### src/rtl/store_data_aligner_if.sv
// Request/memory-write bundle for store_data_aligner.
// The master side issues store requests and accepts memory writes; the slave side is the aligner.
interface store_data_aligner_if;
  logic        in_valid;
  logic        in_ready;
  logic [31:0] in_addr;
  logic [31:0] in_data;
  logic [1:0]  in_size;
  logic        out_valid;
  logic        out_ready;
  logic [31:0] out_addr;
  logic [31:0] out_data;
  logic [3:0]  out_be;

  modport master (
    output in_valid, in_addr, in_data, in_size, out_ready,
    input  in_ready, out_valid, out_addr, out_data, out_be
  );

  modport slave (
    input  in_valid, in_addr, in_data, in_size, out_ready,
    output in_ready, out_valid, out_addr, out_data, out_be
  );
endinterface

### src/rtl/store_data_aligner.sv
// Big-endian SB/SH/SW lane formatter feeding data memory through a 2-entry FIFO.
// Define MISALIGN_TRAP_EN to drop misaligned/reserved-size stores and pulse err instead.
module store_data_aligner (
  input  logic                       clk,
  input  logic                       rst,
  store_data_aligner_if.slave        bus,
  output logic                       err,
  output logic [31:0]                err_addr,
  output logic [15:0]                store_count
);

  typedef struct packed {
    logic [31:0] addr;
    logic [31:0] data;
    logic [3:0]  be;
  } entry_t;

  entry_t      fifo_q [2];
  entry_t      head;
  logic        wr_ptr;
  logic        rd_ptr;
  logic [1:0]  occ;
  logic [1:0]  occ_next;
  logic        in_ready_q;
  logic [1:0]  off;
  logic [31:0] fmt_data;
  logic [3:0]  fmt_be;
  logic        in_fire;
  logic        enq;
  logic        pop;

  assign off     = bus.in_addr[1:0];
  assign in_fire = bus.in_valid & in_ready_q;
  assign pop     = bus.out_valid & bus.out_ready;

  // Replicate the source lane across the word so memory only needs the byte enables.
  always_comb begin
    fmt_data = bus.in_data;
    fmt_be   = 4'b1111;
    case (bus.in_size)
      2'b00: begin
        fmt_data = {4{bus.in_data[7:0]}};
        fmt_be   = 4'b1000 >> off;
      end
      2'b01: begin
        fmt_data = {2{bus.in_data[15:0]}};
        fmt_be   = off[1] ? 4'b0011 : 4'b1100;
      end
      default: ;
    endcase
  end

`ifdef MISALIGN_TRAP_EN
  logic misaligned;

  always_comb begin
    misaligned = 1'b0;
    case (bus.in_size)
      2'b00:   misaligned = 1'b0;
      2'b01:   misaligned = off[0];
      2'b10:   misaligned = (off != 2'b00);
      default: misaligned = 1'b1;
    endcase
  end

  assign enq = in_fire & ~misaligned;

  always_ff @(posedge clk or posedge rst) begin
    if (rst) begin
      err      <= 1'b0;
      err_addr <= '0;
    end else begin
      err <= in_fire & misaligned;
      if (in_fire & misaligned) begin
        err_addr <= bus.in_addr;
      end
    end
  end
`else
  assign enq      = in_fire;
  assign err      = 1'b0;
  assign err_addr = '0;
`endif

  always_comb begin
    occ_next = occ;
    case ({enq, pop})
      2'b10:   occ_next = occ + 2'd1;
      2'b01:   occ_next = occ - 2'd1;
      default: occ_next = occ;
    endcase
  end

  // in_ready is registered from next occupancy, so a full FIFO never sees push and pop together.
  always_ff @(posedge clk or posedge rst) begin
    if (rst) begin
      fifo_q[0]   <= '0;
      fifo_q[1]   <= '0;
      wr_ptr      <= 1'b0;
      rd_ptr      <= 1'b0;
      occ         <= 2'd0;
      in_ready_q  <= 1'b1;
      store_count <= 16'd0;
    end else begin
      if (enq) begin
        fifo_q[wr_ptr] <= '{addr: {bus.in_addr[31:2], 2'b00}, data: fmt_data, be: fmt_be};
        wr_ptr         <= ~wr_ptr;
      end
      if (pop) begin
        rd_ptr      <= ~rd_ptr;
        store_count <= store_count + 16'd1;
      end
      occ        <= occ_next;
      in_ready_q <= (occ_next != 2'd2);
    end
  end

  assign head          = fifo_q[rd_ptr];
  assign bus.in_ready  = in_ready_q;
  assign bus.out_valid = (occ != 2'd0);
  assign bus.out_addr  = head.addr;
  assign bus.out_data  = head.data;
  assign bus.out_be    = head.be;

endmodule

### src/flat_wrapper.sv
// flat-port wrapper written by rule: the top's interface ports become plain ports
module store_data_aligner_flat 
  (clk, rst, err, err_addr, store_count, bus_in_valid, bus_in_addr, bus_in_data, bus_in_size, bus_out_ready, bus_in_ready, bus_out_valid, bus_out_addr, bus_out_data, bus_out_be);
  store_data_aligner_if bus_i ();
  input  logic clk;
  input  logic rst;
  output logic err;
  output logic [31:0] err_addr;
  output logic [15:0] store_count;
  input wire logic [$bits(bus_i.in_valid)-1:0] bus_in_valid;
  input wire logic [$bits(bus_i.in_addr)-1:0] bus_in_addr;
  input wire logic [$bits(bus_i.in_data)-1:0] bus_in_data;
  input wire logic [$bits(bus_i.in_size)-1:0] bus_in_size;
  input wire logic [$bits(bus_i.out_ready)-1:0] bus_out_ready;
  output wire logic [$bits(bus_i.in_ready)-1:0] bus_in_ready;
  output wire logic [$bits(bus_i.out_valid)-1:0] bus_out_valid;
  output wire logic [$bits(bus_i.out_addr)-1:0] bus_out_addr;
  output wire logic [$bits(bus_i.out_data)-1:0] bus_out_data;
  output wire logic [$bits(bus_i.out_be)-1:0] bus_out_be;
  assign bus_i.in_valid = bus_in_valid;
  assign bus_i.in_addr = bus_in_addr;
  assign bus_i.in_data = bus_in_data;
  assign bus_i.in_size = bus_in_size;
  assign bus_i.out_ready = bus_out_ready;
  assign bus_in_ready = bus_i.in_ready;
  assign bus_out_valid = bus_i.out_valid;
  assign bus_out_addr = bus_i.out_addr;
  assign bus_out_data = bus_i.out_data;
  assign bus_out_be = bus_i.out_be;
  store_data_aligner u_core (.clk(clk), .rst(rst), .bus(bus_i), .err(err), .err_addr(err_addr), .store_count(store_count));
endmodule
### config.mk
export PLATFORM = sky130hd
export DESIGN_NAME = store_data_aligner_flat
export DESIGN_NICKNAME = d
export VERILOG_FILES = /design/src/rtl/store_data_aligner_if.sv /design/src/rtl/store_data_aligner.sv /design/src/flat_wrapper.sv
export SDC_FILE = /design/constraint.sdc
export NUM_CORES = 1
export LEC_CHECK = 0
export CAP_MARGIN = 20
export CORE_MARGIN = 2
export CORE_UTILIZATION = 35
export CTS_CLUSTER_SIZE = 30
export DETAILED_ROUTE_END_ITERATION = 8
export SLEW_MARGIN = 10
export SYNTH_ARGS = -nofsm -noshare
export SYNTH_HDL_FRONTEND = slang
export SYNTH_SLANG_ARGS = --single-unit
### constraint.sdc
create_clock -name clk -period 5.8 [get_ports clk]
set_input_delay 1.16 -clock clk [delete_from_list [all_inputs] [get_ports clk]]
set_output_delay 1.16 -clock clk [all_outputs]
set_load 0.01 [all_outputs]
==> flow_summary_export.csv, run 1 <==
group,metric,value,unit
clocking,numClockSinks,153,
power_and_ir_drop,vdd_drop_max,224,uV
synthesis,syn_area,7160,um2
synthesis,synth_compound_area_share,4.88,%
routing,wire_per_inst,16.8,um
worst_setup_path,cp.arrival,2470,ps
placement,place_inst,981,
global_route,busiest_layer,"met2",
sta,worst_pin_slew,901,ps
placement,gpl.final_weighted_congestion,0.803,
finish,mostFrequentLayoutCells,"153 x clkdlybuf4s50_1, 151 x dfrtp_1, 129 x mux2_2",
floorplanning,die_h,147,um
run,maxCapViolCount,0,
routing,viasPerCell,4.75,
finish,syn_to_final_growth,31.5,%
worst_hold_path,min_path_type,"flip-flop to flip-flop",
worst_setup_path,cp_max_fo,25,
routing,drtIter0Drc,174,
sta,hold_viol_final,0,
synthesis,ys_warn_count,0,
synthesis,synthArstFlopShare,100,%
routing,dr.pass1.iters,5,
clocking,insertion_delay,410,ps
worst_setup_path,r2r_start,"u_core.bus.in_ready$_DFF_PP1_",
finish,mostFrequentLayoutCell,"clkdlybuf4s50_1",
synthesis,synth_top_family_by_area,"multiplexers",
global_route,antenna_found_initial,0,
sta,setup-tns-final,0,ps
power_and_ir_drop,power_density,568,nW/um2
worst_setup_path,worst-setup-path-type,"flip-flop to output port",
floorplanning,core_area,20200,um2
floorplanning,initial_core_util,35.5,%
worst_setup_path,worstSetupEndpointType,"output port",
global_route,grt_usage,16.1,%
global_route,grt_pass1_wl,27000,um
synthesis,synth.avg_cell_area,12.2,um2
global_route,grt_util_met2,26.8,%
clocking,cts-resized-gates,0,
floorplanning,die_area,21600,um2
clocking,cts_hold_buf,0,
global_route,grt_pass1_vias,5132,
finish,drive_gt1_share,25.5,%
status,outcome,"complete, no violations",
floorplanning,die_w,147,um
sta,maxSlewHeadroom,40.0,%
finish,design_area,9420,um2
worst_setup_path,critical_path.startpoint,"u_core.rd_ptr$_DFFE_PP0P_",
worst_setup_path,max_stage_delay,720,ps
global_route,gr-total-overflow,0,
floorplanning,ios,189,
routing,vias,4812,
clocking,ctsHtreeMaxLevel,4,
routing,ant_nets,0,
synthesis,ys_seq_area_share,53.5,%
finish,final_core_util,46.7,%
clocking,clockBufferDepth,2,
sta,finClkSkew,4.65,ps
placement,placed_area,8790,um2
synthesis,ys_ff_latch,153,
worst_setup_path,r2r_slack,3670,ps
synthesis,muxShareOfSynthArea,26.4,%
synthesis,synthXorXnorAreaFrac,2.32,%
worst_setup_path,slowest_stage,"dfrtp_2",
sta,final_max_slew_viol_count,0,
global_route,met1_usage,20.3,%
finish,diodes,0,
worst_setup_path,crit_family,"buffers and inverters",
synthesis,syn_inst,585,
routing,routed_wl,17100,um
finish,num-nets-final,803,
sta,grt_setup_unrepaired,"no",
power_and_ir_drop,leakagePower,4.14,nW
clocking,cts_tree,"done",
sta,setup_viol,0,
routing,drc,0,
clocking,cts_root_buffer,"clkbuf_16",
worst_setup_path,worstPathCellList,"buf_4 > mux2_2 > clkdlybuf4s50_1",
worst_hold_path,hp-start,"u_core.fifo_q[30]$_DFFE_PP0P_",
synthesis,synth_flop_cell,"dfrtp_1",
clocking,post_cts_buffers,0,
placement,io_buffers,153,
global_route,use_met3,4.91,%
finish,fin_cells,1014,
worst_setup_path,cp.required,4640,ps
worst_setup_path,startpoint_type,"flip-flop",
clocking,clk_pin_slew,60,ps
sta,holdWs,475,ps
sta,max_freq,0.275,GHz
synthesis,synthSimpleGateAreaFrac,6.28,%
synthesis,synthAdderAreaFrac,0.350,%
placement,detailed_place_hpwl,11600,um
sta,min_period_over_period,62.7,%
synthesis,synth-edff-count,0,
worst_setup_path,path_buf_inv,2,
clocking,cts_made_buffers,17,
synthesis,ys_types,30,
sta,period_minus_slack,3630,ps
floorplanning,num_rows,52,
global_route,grt_max_degree,67,
==> per-stage QoR <==
step	worst slack, ps	total power [mW]
after global routing	2060	5.69
final	2170	5.35
after CTS	1670	5.42
after global placement	2180	4.17
after detailed placement	2120	4.25
after floorplan	520	3.19
==> per-layer routing <==
layer | routed length [um] | part of all wire, % | up-vias
met5 | 0 | 0 | -
met4 | 200 | 1.2 | 0
met3 | 1160 | 6.8 | 16
met2 | 8200 | 48 | 143
met1 | 7500 | 44 | 2409
li1 | - | - | 2244
==> tightest hold or removal path, stage by stage, from the launching register on <==
cell	delay, ps
dfrtp_1	340
nand2_1	40
o21ai_0	60
==> final cells by class <==
cell class,instances,area (um2)
clock buffers,21,460
clock inverters,11,145
fillers,1847,10800
well taps,270,338
repair buffers,160,1600
flip-flops and latches,153,3830
multi-input cells,395,3020
inverters,4,20.0
==> registers in the layout, summed over array words and instances, names as in the netlist <==
name / flops
u_core.store_count: 16
u_core.occ: 2
u_core.rd_ptr: 1
u_core.bus.in_ready: 1
u_core.wr_ptr: 1
u_core.fifo_q: 132
==> cells by family (layout without fill, tap and decap cells) <==
| group | count (synthesis) | in the layout |
|---|---|---|
| DFF | 153 | 153 |
| adders and majority gates | 2 | 2 |
| AOI/OAI and AO/OA | 69 | 69 |
| muxes | 166 | 166 |
| buffers and inverters | 71 | 196 |
| and+or+nand+nor | 104 | 104 |
| other | 1 | 35 |
| xor gates and xnor gates | 19 | 19 |
==> final timing paths <==
kind	end	cells past startpoint
max in group asynchronous	u_core.fifo_q[9]$_DFFE_PP0P_	3
min in group asynchronous	u_core.fifo_q[47]$_DFFE_PP0P_	2
worst max-delay path	bus_out_data[10]	3
worst max register to register	u_core.fifo_q[72]$_DFFE_PP0P_	4
worst min-delay path	u_core.fifo_q[30]$_DFFE_PP0P_	2
worst min register to register	u_core.fifo_q[30]$_DFFE_PP0P_	2
==> synthesized netlist by cell type (3+ instances only) <==
cell type | number | area share (%)
xor2_1 | 9 | 1.1
buf_2 | 15 | 1.0
o21ai_0 | 56 | 3.9
nand4_1 | 4 | 0.35
clkbuf_1 | 10 | 0.52
and3_1 | 5 | 0.44
nor2_1 | 13 | 0.68
nand3_1 | 7 | 0.49
xnor2_1 | 10 | 1.2
a21oi_1 | 12 | 0.84
buf_6 | 4 | 0.63
buf_4 | 35 | 3.7
dfrtp_1 | 152 | 53
mux2_2 | 129 | 20
mux2i_1 | 24 | 3.4
nand2_1 | 65 | 3.4
nor3_1 | 3 | 0.21
buf_1 | 3 | 0.16
mux2_4 | 13 | 2.7
inv_1 | 4 | 0.21
==> power breakdown <==
part,leakage (nW),switching [mW],internal (mW),total (mW)
sequential,1.86,0.321,1.57,1.89
clock,0.289,0.437,0.700,1.14
combinational,1.99,0.925,1.40,2.33
No activity file was read; power rests on OpenSTA's default activity.
==> run 2: changes to the inputs <==
Clock period 5.8 ns to 3.4 ns, I/O delays scaled along.
==> run 2 against run 1 <==
Clock skew rose by 10 ps; non-clock buffer count did not move; hold slack barely moved; die area did not move; critical endpoint is now bus_out_data[7]; via count fell by 1.4%; combinational power rose by 74%; count of clock-buffer cells in the layout fell by 3.
==> flow_summary_export.csv, run 2 (synthesized netlist as in run 1, its figures left out) <==
group,metric,value,unit
global_route,grt_usage,15.7,%
routing,drc,0,
clocking,cts_made_buffers,17,
clocking,post_cts_buffers,0,
finish,top_regs,"u_core.fifo_q x132, u_core.store_count x16, u_core.occ x2",
worst_setup_path,startpoint_type,"flip-flop",
sta,min_period_over_period,81.5,%
global_route,antenna_found_initial,0,
routing,routed_wl,16500,um
clocking,ctsHtreeMaxLevel,4,
sta,grt_setup_unrepaired,"no",
finish,num-nets-final,803,
finish,syn_to_final_growth,33.1,%
finish,top_register,"u_core.fifo_q",
sta,setup-tns-final,0,ps
routing,viasPerCell,4.68,
clocking,clk_pin_slew,60,ps
worst_setup_path,crit_family,"buffers and inverters",
worst_setup_path,cp.required,2720,ps
floorplanning,ios,189,
floorplanning,num_rows,52,
finish,multi_input_area,3020,um2
floorplanning,die_w,147,um
global_route,grt_pass1_wl,26900,um
worst_hold_path,min_path_type,"flip-flop to flip-flop",
floorplanning,die_area,21600,um2
placement,detailed_place_hpwl,11100,um
global_route,gr-total-overflow,0,
routing,vias,4746,
sta,final_max_slew_viol_count,0,
placement,placed_area,8850,um2
placement,io_buffers,153,
worst_setup_path,slowest_stage,"clkdlybuf4s50_1",
clocking,cts_tree,"done",
floorplanning,die_h,147,um
finish,drive_gt1_share,25.8,%
clocking,insertion_delay,420,ps
sta,hold_viol_final,0,
clocking,cts_hold_buf,0,
sta,layout_setup_ws,628,ps
worst_setup_path,cp_max_fo,67,
finish,mostFrequentLayoutCells,"153 x clkdlybuf4s50_1, 151 x dfrtp_1, 129 x mux2_2",
floorplanning,initial_core_util,35.5,%
placement,dp_slack,722,ps
worst_setup_path,max_stage_delay,530,ps
worst_setup_path,path_buf_inv,2,
clocking,numClockSinks,153,
sta,worst_pin_slew,1010,ps
finish,fill_cells,1805,
worst_setup_path,path_depth,3,
routing,ant_nets,0,
finish,mostFrequentLayoutCell,"clkdlybuf4s50_1",
placement,gpl.final_weighted_congestion,0.796,
finish,largest_reg_flops,132,
status,outcome,"complete, no violations",
power_and_ir_drop,power_density,982,nW/um2
sta,maxSlewHeadroom,32.5,%
finish,register_area,3830,um2
worst_setup_path,worstPathCellList,"buf_12 > mux2_2 > clkdlybuf4s50_1",
sta,holdWs,474,ps
clocking,cts_root_buffer,"clkbuf_16",
sta,period_minus_slack,2770,ps
sta,max_freq,0.361,GHz
worst_setup_path,worstSetupEndpointType,"output port",
sta,finClkSkew,14.8,ps
run,maxCapViolCount,0,
clocking,cts-resized-gates,0,
routing,dr.pass1.iters,4,
finish,design_area,9530,um2
power_and_ir_drop,vdd_drop_max,451,uV
worst_hold_path,hold_depth,2,
worst_setup_path,worst-setup-path-type,"flip-flop to output port",
floorplanning,core_area,20200,um2
worst_setup_path,r2r_slack,1540,ps
global_route,grt_max_degree,95,
worst_setup_path,reg2reg_depth,5,
global_route,grt_pass1_vias,5037,
routing,wire_per_inst,16.3,um
routing,drtIter0Drc,180,
clocking,clockBufferDepth,2,
finish,diodes,0,
sta,setup_viol,0,
worst_setup_path,cp.arrival,2090,ps
power_and_ir_drop,leakagePower,4.19,nW
-- run 2: final timing paths --
| path | startpoint | to |
|---|---|---|
| setup / recovery | u_core.rd_ptr$_DFFE_PP0P_ | bus_out_data[7] |
| hold / removal | u_core.fifo_q[31]$_DFFE_PP0P_ | u_core.fifo_q[31]$_DFFE_PP0P_ |
| setup reg to reg | u_core.bus.in_ready$_DFF_PP1_ | u_core.fifo_q[93]$_DFFE_PP0P_ |
| hold reg to reg | u_core.fifo_q[31]$_DFFE_PP0P_ | u_core.fifo_q[31]$_DFFE_PP0P_ |
| max in group asynchronous | rst | u_core.fifo_q[101]$_DFFE_PP0P_ |
| min in group asynchronous | rst | u_core.fifo_q[111]$_DFFE_PP0P_ |
-- run 2: power breakdown --
part | total (mW) | internal [mW] | leakage (nW) | switching, mW
registers | 3.15 | 2.68 | 1.86 | 0.470
clock network | 2.17 | 1.40 | 0.331 | 0.763
logic | 4.05 | 2.40 | 2.00 | 1.64
total | 9.36 | 6.48 | 4.19 | 2.88
-- run 2: cell type report --
cell class,count,share of cell area (%)
Clock inverter,14,2.53
Multi-Input combinational cell,395,31.7
Inverter,4,0.197
Clock buffer,18,4.61
Tap cell,270,3.55
Timing Repair Buffer,160,17.2
Sequential cell,153,40.2
-- run 2: tightest hold or removal path: stages (launching register included) --
cell and delay [ps]:
dfrtp_1 340, nand2_1 40, o21ai_0 60
-- run 2: stage by stage --
stage | utilization (%) | cells | total power, mW
floorplan | - | 619 | 5.44
global route | 47.2 | 1014 | 9.95
detailed placement | 43.9 | 982 | 7.27
global placement | 43.9 | 982 | 7.15
CTS | 47.2 | 1014 | 9.50
finish | 47.2 | 1014 | 9.36
-- run 2: layer usage --
metal	track usage, %	share of wire [%]
met4	4.90	1.4
met5	0	0
met2	25.2	47
met3	4.60	6.2
met1	20.7	45
==> RTL edit 1 (flow settings as in run 2) <==
Register the output `store_count` once more, cleared by the reset; this adds one clock of latency there. The other outputs are not delayed to match.
--- a/src/rtl/store_data_aligner.sv
+++ b/src/rtl/store_data_aligner.sv
@@ -14,6 +14,8 @@
     logic [31:0] data;
     logic [3:0]  be;
   } entry_t;
+
+  logic [15:0] store_count_s0;
 
   entry_t      fifo_q [2];
   entry_t      head;
@@ -100,7 +102,7 @@
       rd_ptr      <= 1'b0;
       occ         <= 2'd0;
       in_ready_q  <= 1'b1;
-      store_count <= 16'd0;
+      store_count_s0 <= 16'd0;
     end else begin
       if (enq) begin
         fifo_q[wr_ptr] <= '{addr: {bus.in_addr[31:2], 2'b00}, data: fmt_data, be: fmt_be};
@@ -108,7 +110,7 @@
       end
       if (pop) begin
         rd_ptr      <= ~rd_ptr;
-        store_count <= store_count + 16'd1;
+        store_count_s0 <= store_count_s0 + 16'd1;
       end
       occ        <= occ_next;
       in_ready_q <= (occ_next != 2'd2);
@@ -122,5 +124,13 @@
   assign bus.out_data  = head.data;
   assign bus.out_be    = head.be;
 
+  always_ff @(posedge clk or posedge rst) begin
+    if (rst) begin
+      store_count <= '0;
+    end else begin
+      store_count <= store_count_s0;
+    end
+  end
+
 endmodule
 
Function: changed (a bounded check fails within 4 cycles, from zero or initial values and one cycle with rst high).
==> RTL edit 1 against run 2 <==
Final cell count increased by 2.2%; final area rose by 4.1%; wire length grew 5.2%; global-route usage increased by 0.13 points; via count increased by 1.9%; total power grew 2.4%; area after synthesis increased by 5.6%; setup slack worse by 0.34 ns; sequential cell count rose by 16.
==> RTL edit 1: results <==
place:
  dpl_cell_area_um2: 9270
  hpwl_um: 11900
  finalWeightedCongestion: 0.753
  preCtsSetupSlack_ns: 0.691
hold_path:
  holdPathEnd: "u_core.store_count[15]"
  holdCritStartpoint: "u_core.store_count_s0[15]"
  worstHoldPathCells: 0
logic_synthesis:
  syn_inst: 599
  yosysUniqueCellTypes: 32
  synth_ff_type: "dfrtp_1"
  yosysSeqAreaShare_pct: 55.9
  netlist_top_cells_area: "dfrtp_1 (56%), mux2_2 (19%), o21ai_0 (3.7%)"
  synth_commonest_cells: "dfrtp_1 (168), mux2_2 (129), nand2_1 (65)"
  async_flop_share_pct: 100
cells_and_area:
  top_regs: "u_core.fifo_q (132), u_core.store_count (16), u_core.store_count_s0 (16)"
  nFillCells: 1871
  drive_gt1_share_pct: 25.8
  fin_nets: 820
  antenna_cells: 0
  multiInputGateArea_um2: 3020
global_routing:
  antenna_found_initial: 0
  grt_pass1_wl_um: 27600
  grt_pass1_vias: 5225
  grt_usage_pct: 15.9
  grt_max_degree: 170
drt:
  via_per_inst: 4.67
  dr_wl_met3_um: 782
  dr_wl_met2_um: 8830
  drt-met1-wl_um: 7350
  firstDrtPassIters: 4
  dr.first_iter.drc_count: 142
  postRouteWirelength_um: 17400
  route.vias.total: 4836
setup_path:
  arrival_ns: 2.43
  r2r_end: "u_core.bus.in_ready"
  r2r_setup_slack_ns: 1.63
  rr_startpoint: "u_core.occ[1]"
  rr_worst_depth: 6
  cp_max_fo: 36
timing:
  worst_pin_slew_ns: 0.962
  hold_slack_ns: 0.415
  skew_ns: 0.00771
power_and_ir_drop:
  ir_drop_uv: 586
  p_sw_mw: 3.00
  leakagePower_nw: 4.40
clock_network:
  cts_root_buffer: "clkbuf_16"
  cts.path.max_buffers: 2
  htreeDepth: 4
  post_cts.repair.setup_buffers: 0
flow_run:
  drv_cap: 0
outcome:
  status: "completed"
==> RTL edit 1: power groups by stage <==
stage	logic (mW)	clock network [mW]	registers [mW]
6_report	3.99	2.11	3.48
5_1_grt	4.34	2.27	3.60
4_1_cts	4.06	2.18	3.49
3_5_place_dp	4.03	0	3.52
3_3_place_gp	3.96	0	3.47
2_1_floorplan	2.41	0	3.26
==> RTL edit 1: cells by family (layout without fill, tap and decap cells) <==
logic type	Yosys count	in the layout	synth area share, %
compound gates	70	70	4.77
fa+ha+maj	2	2	0.331
xor+xnor	19	19	2.20
mux	166	166	25.0
simple gates	100	100	5.79
buf+inv	72	200	5.96
other cells	1	35	0.0496
flops	169	169	55.9
==> RTL edit 1: layout make-up <==
cell class,count,share of cell area [%]
Inverter,5,0.227
Multi-Input combinational cell,392,30.5
Timing Repair Buffer,163,16.6
Clock inverter,14,2.07
Sequential cell,169,42.7
Clock buffer,18,4.43
Tap cell,275,3.47
==> RTL edit 1: layer usage <==
metal  GRT usage [%]  vias to the layer above
met2            27.2                      114
met4            6.17                        0
met3            4.01                       24
met5               0                        -
li1                -                     2284
met1            19.3                     2414
==> RTL edit 1: critical path, cell delays in order (launching register included) <==
cell and delay [ns]:
dfrtp_4 0.78, buf_4 0.36, mux2_2 0.37, clkdlybuf4s50_1 0.50
==> RTL edit 1: worst max path at each step <==
stage / from / to / slack [ns] / cells after the start
after CTS: u_core.rd_ptr / bus_out_addr[19] / 0.22 / 3
after floorplan: rst / u_core.fifo_q[0] / 0.57 / 1
after detailed placement: u_core.rd_ptr / bus_out_addr[19] / 0.69 / 3
final: u_core.rd_ptr / bus_out_addr[19] / 0.29 / 3
after global routing: u_core.rd_ptr / bus_out_addr[26] / 0.17 / 3
after global placement: u_core.rd_ptr / bus_out_addr[26] / 0.73 / 3
==> RTL edit 2 (settings of run 2) <==
Without the edit above. The option `MISALIGN_TRAP_EN` is turned on by a define.
--- a/src/rtl/store_data_aligner.sv
+++ b/src/rtl/store_data_aligner.sv
@@ -1,5 +1,7 @@
 // Big-endian SB/SH/SW lane formatter feeding data memory through a 2-entry FIFO.
 // Define MISALIGN_TRAP_EN to drop misaligned/reserved-size stores and pulse err instead.
+`define MISALIGN_TRAP_EN
+
 module store_data_aligner (
   input  logic                       clk,
   input  logic                       rst,
Check against the original RTL: not equivalent (a bounded check fails within 4 cycles, from zero or initial values and one cycle with rst high).
==> RTL edit 2 against run 2 <==
Fmax shrank 11%; via count grew 14%; total power grew 8.1%; critical endpoint is now bus_out_data[14]; sequential share of layout area grew 2.4 points; largest power group unchanged; final area grew 15%; setup slack lost 0.33 ns; sequential cell count grew 33; wire length grew 18%; hold slack gained 0.0096 ns; area after synthesis grew 13%; critical path type unchanged.
==> RTL edit 2: results <==
outcome:
  status: "completed"
logic_synthesis:
  netlist_top_cells_area: "dfrtp_1 (57%), mux2_2 (20%), mux2_1 (4.3%)"
  synth_commonest_cells: "dfrtp_1 (185), mux2_2 (142), nand2_1 (72)"
  yosys.area_share.xor_xnor_pct: 2.06
  avgSynthCellArea_um2: 13.0
  synth-adder-area-share_pct: 0.309
  muxShareOfSynthArea_pct: 27.1
  yosysSeqAreaShare_pct: 57.6
drt:
  via_per_inst: 4.88
  route.vias.total: 5401
  dr.first_iter.drc_count: 156
  postRouteWirelength_um: 19500
power_and_ir_drop:
  power_mw: 10.1
  p_int_mw: 6.85
  power_density_nw_per_um2: 926
  ir_drop_uv: 437
  powerComb_mw: 4.32
  leakagePower_nw: 4.70
setup_path:
  cp_top_family: "buffers and inverters"
  rr_worst_depth: 6
  cp_max_fo: 34
  r2r_setup_slack_ns: 1.45
  cp_slowest_cell: "dfrtp_4"
  arrival_ns: 2.43
  crit_path_end: "bus_out_data[14]"
  rr_startpoint: "u_core.occ[0]"
  cpPeakStageDelay_ns: 0.78
place:
  portBuffers: 186
  preCtsSetupSlack_ns: 0.596
  hpwl_um: 13500
  placedCellCount: 1074
  dpl_cell_area_um2: 10300
  finalWeightedCongestion: 0.778
timing:
  worst_pin_slew_ns: 0.959
  hold_slack_ns: 0.484
  setup_ws_ns: 0.293
  skew_ns: 0.00823
global_routing:
  grt_pass1_vias: 5743
  grt_pass1_wl_um: 30900
  grt-ovfl-total: 0
  grt_usage_pct: 16.4
flow_run:
  drv_cap: 0
hold_path:
  holdPathEnd: "u_core.fifo_q[96]"
  worstHoldPathCells: 2
  holdCritStartpoint: "u_core.fifo_q[96]"
cells_and_area:
  drive_gt1_share_pct: 24.4
  top_regs: "u_core.fifo_q (132), u_core.err_addr (32), u_core.store_count (16)"
  fin_nets: 880
clock_network:
  htreeDepth: 4
RTL edit 2: changes by cell type in the layout (fill, tap and decap cells not counted), moves of 3 or more:
cell	change
clkdlybuf4s50_1	+33
conb_1	-33
dfrtp_1	+33
mux2_1	+31
mux2_2	+13
mux2_4	-13
nand2_1	+7
bufinv_16	-6
buf_4	+5
inv_8	+5
and3_1	-4
xnor2_1	+4
xor2_1	-4
buf_12	+3
RTL edit 2: cell type report:
type,count,area share (%)
multi-input cells,396,29.6
repair buffers,201,18.9
flip-flops and latches,186,42.6
clock buffers,18,4.02
inverters,6,0.240
clock inverters,14,1.36
well taps,285,3.26
RTL edit 2: metal layers:
layer | share of wire, % | global-route usage [%] | up-vias
met5 | 0 | 0 | -
met4 | 2.2 | 6.12 | 0
met3 | 5.5 | 4.39 | 23
met2 | 49 | 27.1 | 132
met1 | 44 | 20.8 | 2714
li1 | - | - | 2532
